`src/rtl/f1_start_ctrl.sv`:
```
// F1 start-light sequencing controller: build-up/hold advance pulses, reaction timing, jump-start flag.
// Optional F1_JUMP_ABORT_EN: a react event during the hold forces lights-out and returns to idle.
module f1_start_ctrl #(
  parameter int unsigned TICK_N = 48,
  parameter int unsigned RW     = 16
) (
  input  logic          clk,
  input  logic          rst,
  input  logic          cmd_seq,
  input  logic          cmd_delay,
  input  logic          react,
  output logic          en,
  output logic          busy,
  output logic [RW-1:0] react_time,
  output logic          react_valid,
  output logic          jump_start
);

  localparam int unsigned PW = (TICK_N > 2) ? $clog2(TICK_N) : 1;

  typedef enum logic [1:0] {
    ST_IDLE,
    ST_SEQ,
    ST_DELAY,
    ST_TIMING
  } state_t;

  state_t        r_state;
  state_t        w_state_nxt;
  logic [PW-1:0] r_presc;
  logic [6:0]    r_lfsr;
  logic [6:0]    r_dly;
  logic [RW-1:0] r_cnt;
  logic          r_react_q;
  logic [RW-1:0] r_react_time;
  logic          r_react_valid;
  logic          r_jump;

  logic w_tick;
  logic w_react_ev;
  logic w_cnt_last;
  logic w_en;
  logic w_dly_load;
  logic w_dly_dec;
  logic w_cnt_clr;
  logic w_cnt_inc;
  logic w_meas;
  logic w_timeout;
  logic w_jump_set;
  logic w_jump_clr;

  assign w_tick     = (r_presc == PW'(TICK_N - 1));
  assign w_react_ev = react & ~r_react_q;
  // One increment away from the all-ones timeout value.
  assign w_cnt_last = (&r_cnt[RW-1:1]) & ~r_cnt[0];

  always_comb begin
    w_state_nxt = r_state;
    w_en        = 1'b0;
    w_dly_load  = 1'b0;
    w_dly_dec   = 1'b0;
    w_cnt_clr   = 1'b0;
    w_cnt_inc   = 1'b0;
    w_meas      = 1'b0;
    w_timeout   = 1'b0;
    w_jump_set  = 1'b0;
    w_jump_clr  = 1'b0;
    case (r_state)
      ST_IDLE: begin
        if (cmd_seq) begin
          w_state_nxt = ST_SEQ;
          w_jump_clr  = 1'b1;
        end
      end
      ST_SEQ: begin
        w_en       = w_tick;
        w_jump_set = w_react_ev;
        if (cmd_delay) begin
          w_state_nxt = ST_DELAY;
          w_dly_load  = 1'b1;
        end else if (!cmd_seq) begin
          w_state_nxt = ST_IDLE;
        end
      end
      ST_DELAY: begin
        w_jump_set = w_react_ev;
`ifdef F1_JUMP_ABORT_EN
        if (w_react_ev) begin
          w_en        = 1'b1;
          w_state_nxt = ST_IDLE;
        end else
`endif
        if (w_tick) begin
          if (r_dly == 7'd1) begin
            w_en        = 1'b1;
            w_state_nxt = ST_TIMING;
            w_cnt_clr   = 1'b1;
          end else begin
            w_dly_dec = 1'b1;
          end
        end
      end
      ST_TIMING: begin
        // A press on a tick cycle reports the count before that tick.
        if (w_react_ev) begin
          w_meas      = 1'b1;
          w_state_nxt = ST_IDLE;
        end else if (w_tick) begin
          w_cnt_inc = 1'b1;
          if (w_cnt_last) begin
            w_timeout   = 1'b1;
            w_state_nxt = ST_IDLE;
          end
        end
      end
      default: w_state_nxt = ST_IDLE;
    endcase
  end

  always_ff @(posedge clk or posedge rst) begin
    if (rst) begin
      r_state       <= ST_IDLE;
      r_presc       <= '0;
      r_lfsr        <= 7'b0000001;
      r_dly         <= '0;
      r_cnt         <= '0;
      r_react_q     <= 1'b0;
      r_react_time  <= '0;
      r_react_valid <= 1'b0;
      r_jump        <= 1'b0;
    end else begin
      r_state   <= w_state_nxt;
      r_react_q <= react;
      r_lfsr    <= {r_lfsr[5:0], r_lfsr[6] ^ r_lfsr[5]};

      // Restarting on every state change aligns the first tick to state entry.
      if (w_state_nxt != r_state || w_tick) r_presc <= '0;
      else                                   r_presc <= r_presc + 1'b1;

      if (w_dly_load)     r_dly <= r_lfsr;
      else if (w_dly_dec) r_dly <= r_dly - 1'b1;

      if (w_cnt_clr)      r_cnt <= '0;
      else if (w_cnt_inc) r_cnt <= r_cnt + 1'b1;

      if (w_meas)         r_react_time <= r_cnt;
      else if (w_timeout) r_react_time <= '1;
      r_react_valid <= w_meas | w_timeout;

      if (w_jump_clr)      r_jump <= 1'b0;
      else if (w_jump_set) r_jump <= 1'b1;
    end
  end

  assign en          = w_en;
  assign busy        = (r_state != ST_IDLE);
  assign react_time  = r_react_time;
  assign react_valid = r_react_valid;
  assign jump_start  = r_jump;

endmodule
```
`config.mk`:
```
export PLATFORM = sky130hd
export DESIGN_NAME = f1_start_ctrl
export DESIGN_NICKNAME = d
export VERILOG_FILES = /design/src/rtl/f1_start_ctrl.sv
export SDC_FILE = /design/constraint.sdc
export NUM_CORES = 1
export LEC_CHECK = 0
export CAP_MARGIN = 20
export CORE_MARGIN = 3
export CORE_UTILIZATION = 40
export DETAILED_ROUTE_END_ITERATION = 10
export HOLD_SLACK_MARGIN = 0.08
export MAX_ROUTING_LAYER = met4
export PLACE_DENSITY = 0.67
export SETUP_SLACK_MARGIN = 0.15
export SLEW_MARGIN = 20
export SYNTH_ARGS = -nofsm -noshare
export SYNTH_HDL_FRONTEND = slang
export SYNTH_SLANG_ARGS = --single-unit
```
`constraint.sdc`:
```
create_clock -name clk -period 3.15 [get_ports clk]
set_input_delay 0.63 -clock clk [delete_from_list [all_inputs] [get_ports clk]]
set_output_delay 0.63 -clock clk [all_outputs]
set_load 0.01 [all_outputs]
```
==> out/metrics.yaml <==
grt:
  gr-total-overflow: 0
  grt_pass1_vias: 2233
  grt_max_degree: 26
  antenna_found_initial: 0
  track_usage_pct: 16.22
  grt_pass1_wl_um: 10560
cells_and_area:
  antennaDiodeCount: 0
  num-fill-cells: 630
  utilization_pct: 49.56
  register_area_um2: 1428
  area_delta_synth_final_pct: 18.25
  nets: 336
  multi_input_area_um2: 1341
  drive_above_1_share_pct: 8.257
  mostFrequentLayoutCells: "dfrtp_1, a21oi_1, nor2_1"
  final_common_cell: "dfrtp_1"
synthesis:
  synth-seq-cells: 57
  synthSimpleGateAreaFrac_pct: 21.30
  synth_warnings: 0
  synth_mux_area_share_pct: 1.043
  synth-xor-area-share_pct: 1.825
  syn_inst: 295
  syn_area_um2: 2879
  synth_compound_area_share_pct: 18.51
  synth_nets: 309
  avgSynthCellArea_um2: 9.759
  yosysUniqueCellTypes: 47
  synthAdderAreaFrac_pct: 3.911
  synth_top_family_by_area: "simple AND/OR/NAND/NOR gates"
  synth-seq-area-share_pct: 49.59
critical_path:
  endpoint_kind: "output port"
  crit_type: "reg -> out"
  reg2reg_setup_slack_ps: 970
  slowest_stage: "clkdlybuf4s50_1"
  cp_cell_sequence: "ha_1 > and3_1 > nand4_1 > a21boi_1 > clkdlybuf4s50_1"
  cp-start-kind: "flop"
  r2r-start: "r_presc[0]$_DFF_PP0_"
  worstPathArrival_ps: 2170
  cpPeakStageDelay_ps: 550
  path_max_fanout: 8
  worstSetupStartpoint: "r_presc[0]$_DFF_PP0_"
  required_ps: 2520
status:
  outcome: "complete, no violations"
clocking:
  cts_buffer_depth: 2
  cts_made_buffers: 9
  cts_tree: "built"
  htree_levels: 3
  cts_sinks: 57
  cts_hold_buffers: 0
  clockRootBuffer: "clkbuf_8"
  clk_latency_ps: 330
  clkSlewWorstSetupHoldPaths_ps: 60
route:
  avgViaCountPerCell: 5.530
  drtAntennaViolNets: 0
  initialDrtViolationCount: 110
  drcViolationCount: 0
  dr.pass1.iters: 4
  totalWireLength_um: 6082
  vias: 2339
  wl_per_cell_um: 14.38
floorplanning:
  dieHeight_um: 90.84
  dieArea_um2: 8252
  row_count: 30
  fp.dieW_um: 90.84
  initial_core_util_pct: 41.91
  core_area_um2: 6869
  ios: 25
hold_path:
  hold_path.class: "reg -> reg"
  hold_start: "r_lfsr[3]$_DFF_PP0_"
sta:
  clock.fmax_ghz: 0.3573
  setup_tns_ps: 0
  drv_slew: 0
  max-slew-margin-rel_pct: 55.59
  hold_viol_final: 0
  grt_setup_unrepaired: "no"
  setup_violations: 0
  fin_crit_sh_pct: 88.85
  skew_ps: 6.792
  worst_slew_pin_slew_ps: 664.5
  min_period_ps: 2799
  whs_ps: 374.1
placement:
  place.gp.congestion: 0.8173
  numPortBuffers: 24
  hpwl_um: 4139
pwr:
  leakage_nw: 1.424
  finalPower_mw: 2.181
  ir_drop_uv: 395.6
  power_density_nw_per_um2: 640.5
job:
  cap_violations: 0
## where the power goes
part	internal, mW	total, mW	switching, mW
sequential	0.822	0.901	0.0791
combinational	0.250	0.568	0.318
clock	0.430	0.712	0.282
total	1.50	2.18	0.679
## area by class of cell
class | instances | share of cell area (%)
sequential | 57 | 41.93
multi-input combinational | 217 | 39.40
timing repair buffer | 29 | 8.159
clock buffer | 14 | 5.072
tap | 96 | 3.528
clock inverter | 2 | 1.029
inverter | 8 | 0.8820
## timing repair
item | 4_1_cts | 5_1_grt
buffers inserted | 0 | 0
gates resized for setup | 0 | 1
endpoints found under the setup margin | 0 | 1
## stage by stage
| step | instances | cell area, µm² | setup WS [ps] |
|---|---|---|---|
| global route | 423 | 3405 | 194.6 |
| global placement | 407 | 3197 | 631.7 |
| detailed placement | 407 | 3197 | 643.5 |
| CTS | 423 | 3405 | 273.2 |
| finish | 423 | 3405 | 351.2 |
| floorplan | 295 | 2879 | 1072 |
## Yosys cell counts, drive strengths merged
library cell | instances | area (µm²)
and2b | 2 | 15.01
o21ai | 10 | 50.05
o31a | 1 | 8.760
inv | 8 | 30.03
dfstp | 1 | 26.28
and2 | 3 | 18.77
and4b | 2 | 20.02
mux2i | 3 | 30.03
nand4 | 6 | 52.55
nand3b | 1 | 7.510
nand3 | 9 | 45.04
a211oi | 5 | 37.54
a31oi | 6 | 37.54
buf | 6 | 53.79
o21a | 1 | 7.510
or4 | 10 | 75.07
nand2b | 3 | 18.77
clkbuf | 7 | 26.28
o211a | 1 | 10.01
xnor2 | 2 | 17.52
a31o | 1 | 8.760
or2 | 1 | 6.260
o31ai | 7 | 52.55
or3 | 10 | 62.56
a2bb2oi | 1 | 8.760
nand2 | 21 | 81.33
nor2 | 29 | 108.9
and3 | 1 | 6.260
xor2 | 4 | 35.03
and3b | 1 | 8.760
a21boi | 3 | 22.52
ha | 9 | 112.6
nor2b | 4 | 25.02
o221a | 1 | 11.26
nand4b | 1 | 8.760
o22ai | 16 | 100.1
o211ai | 1 | 7.510
a21oi | 34 | 170.2
nor3 | 1 | 5.000
nor4 | 3 | 18.77
and4 | 3 | 28.78
dfrtp | 56 | 1401
## per-layer routing
metal / track usage [%] / share of wire, % / vias to the layer above
met5: - / 0 / -
met4: 6.658 / 0.99 / 0
met3: 3.083 / 3.1 / 6
met2: 23.72 / 47 / 32
met1: 22.19 / 49 / 1149
li1: - / - / 1152
## critical path: cells and delay by family, from the launching register on
family,cells,cell delay (ps)
compound gates,1,160
fa+ha+maj,1,180
simple gates,2,570
flops,1,360
buf+inv,1,550
## path summary, 6_finish.rpt
kind	to	depth (start not counted)
setup / recovery	en	5
hold / removal	r_lfsr[4]$_DFF_PP0_	0
setup reg to reg	react_valid$_DFF_PP0_	5
hold reg to reg	r_lfsr[4]$_DFF_PP0_	0
max in group asynchronous	r_lfsr[0]$_DFF_PP1_	3
min in group asynchronous	react_time[11]$_DFFE_PP0P_	2
## sequential cells by signal, indices dropped and copies added, names as in the netlist
name	flops
r_lfsr	7
react_valid	1
r_state	2
react_time	16
r_cnt	16
jump_start	1
r_dly	7
r_react_q	1
r_presc	6
## cells by family after synthesis
kind of cell | after synthesis
multiplexers | 3
adder cells (fa/ha/maj) | 9
AND/OR/NAND/NOR | 111
AO/OA/AOI/OAI | 88
buffers and inverters | 21
XOR/XNOR | 6
flip-flops | 57
No activity file was read; power rests on OpenSTA's default activity.
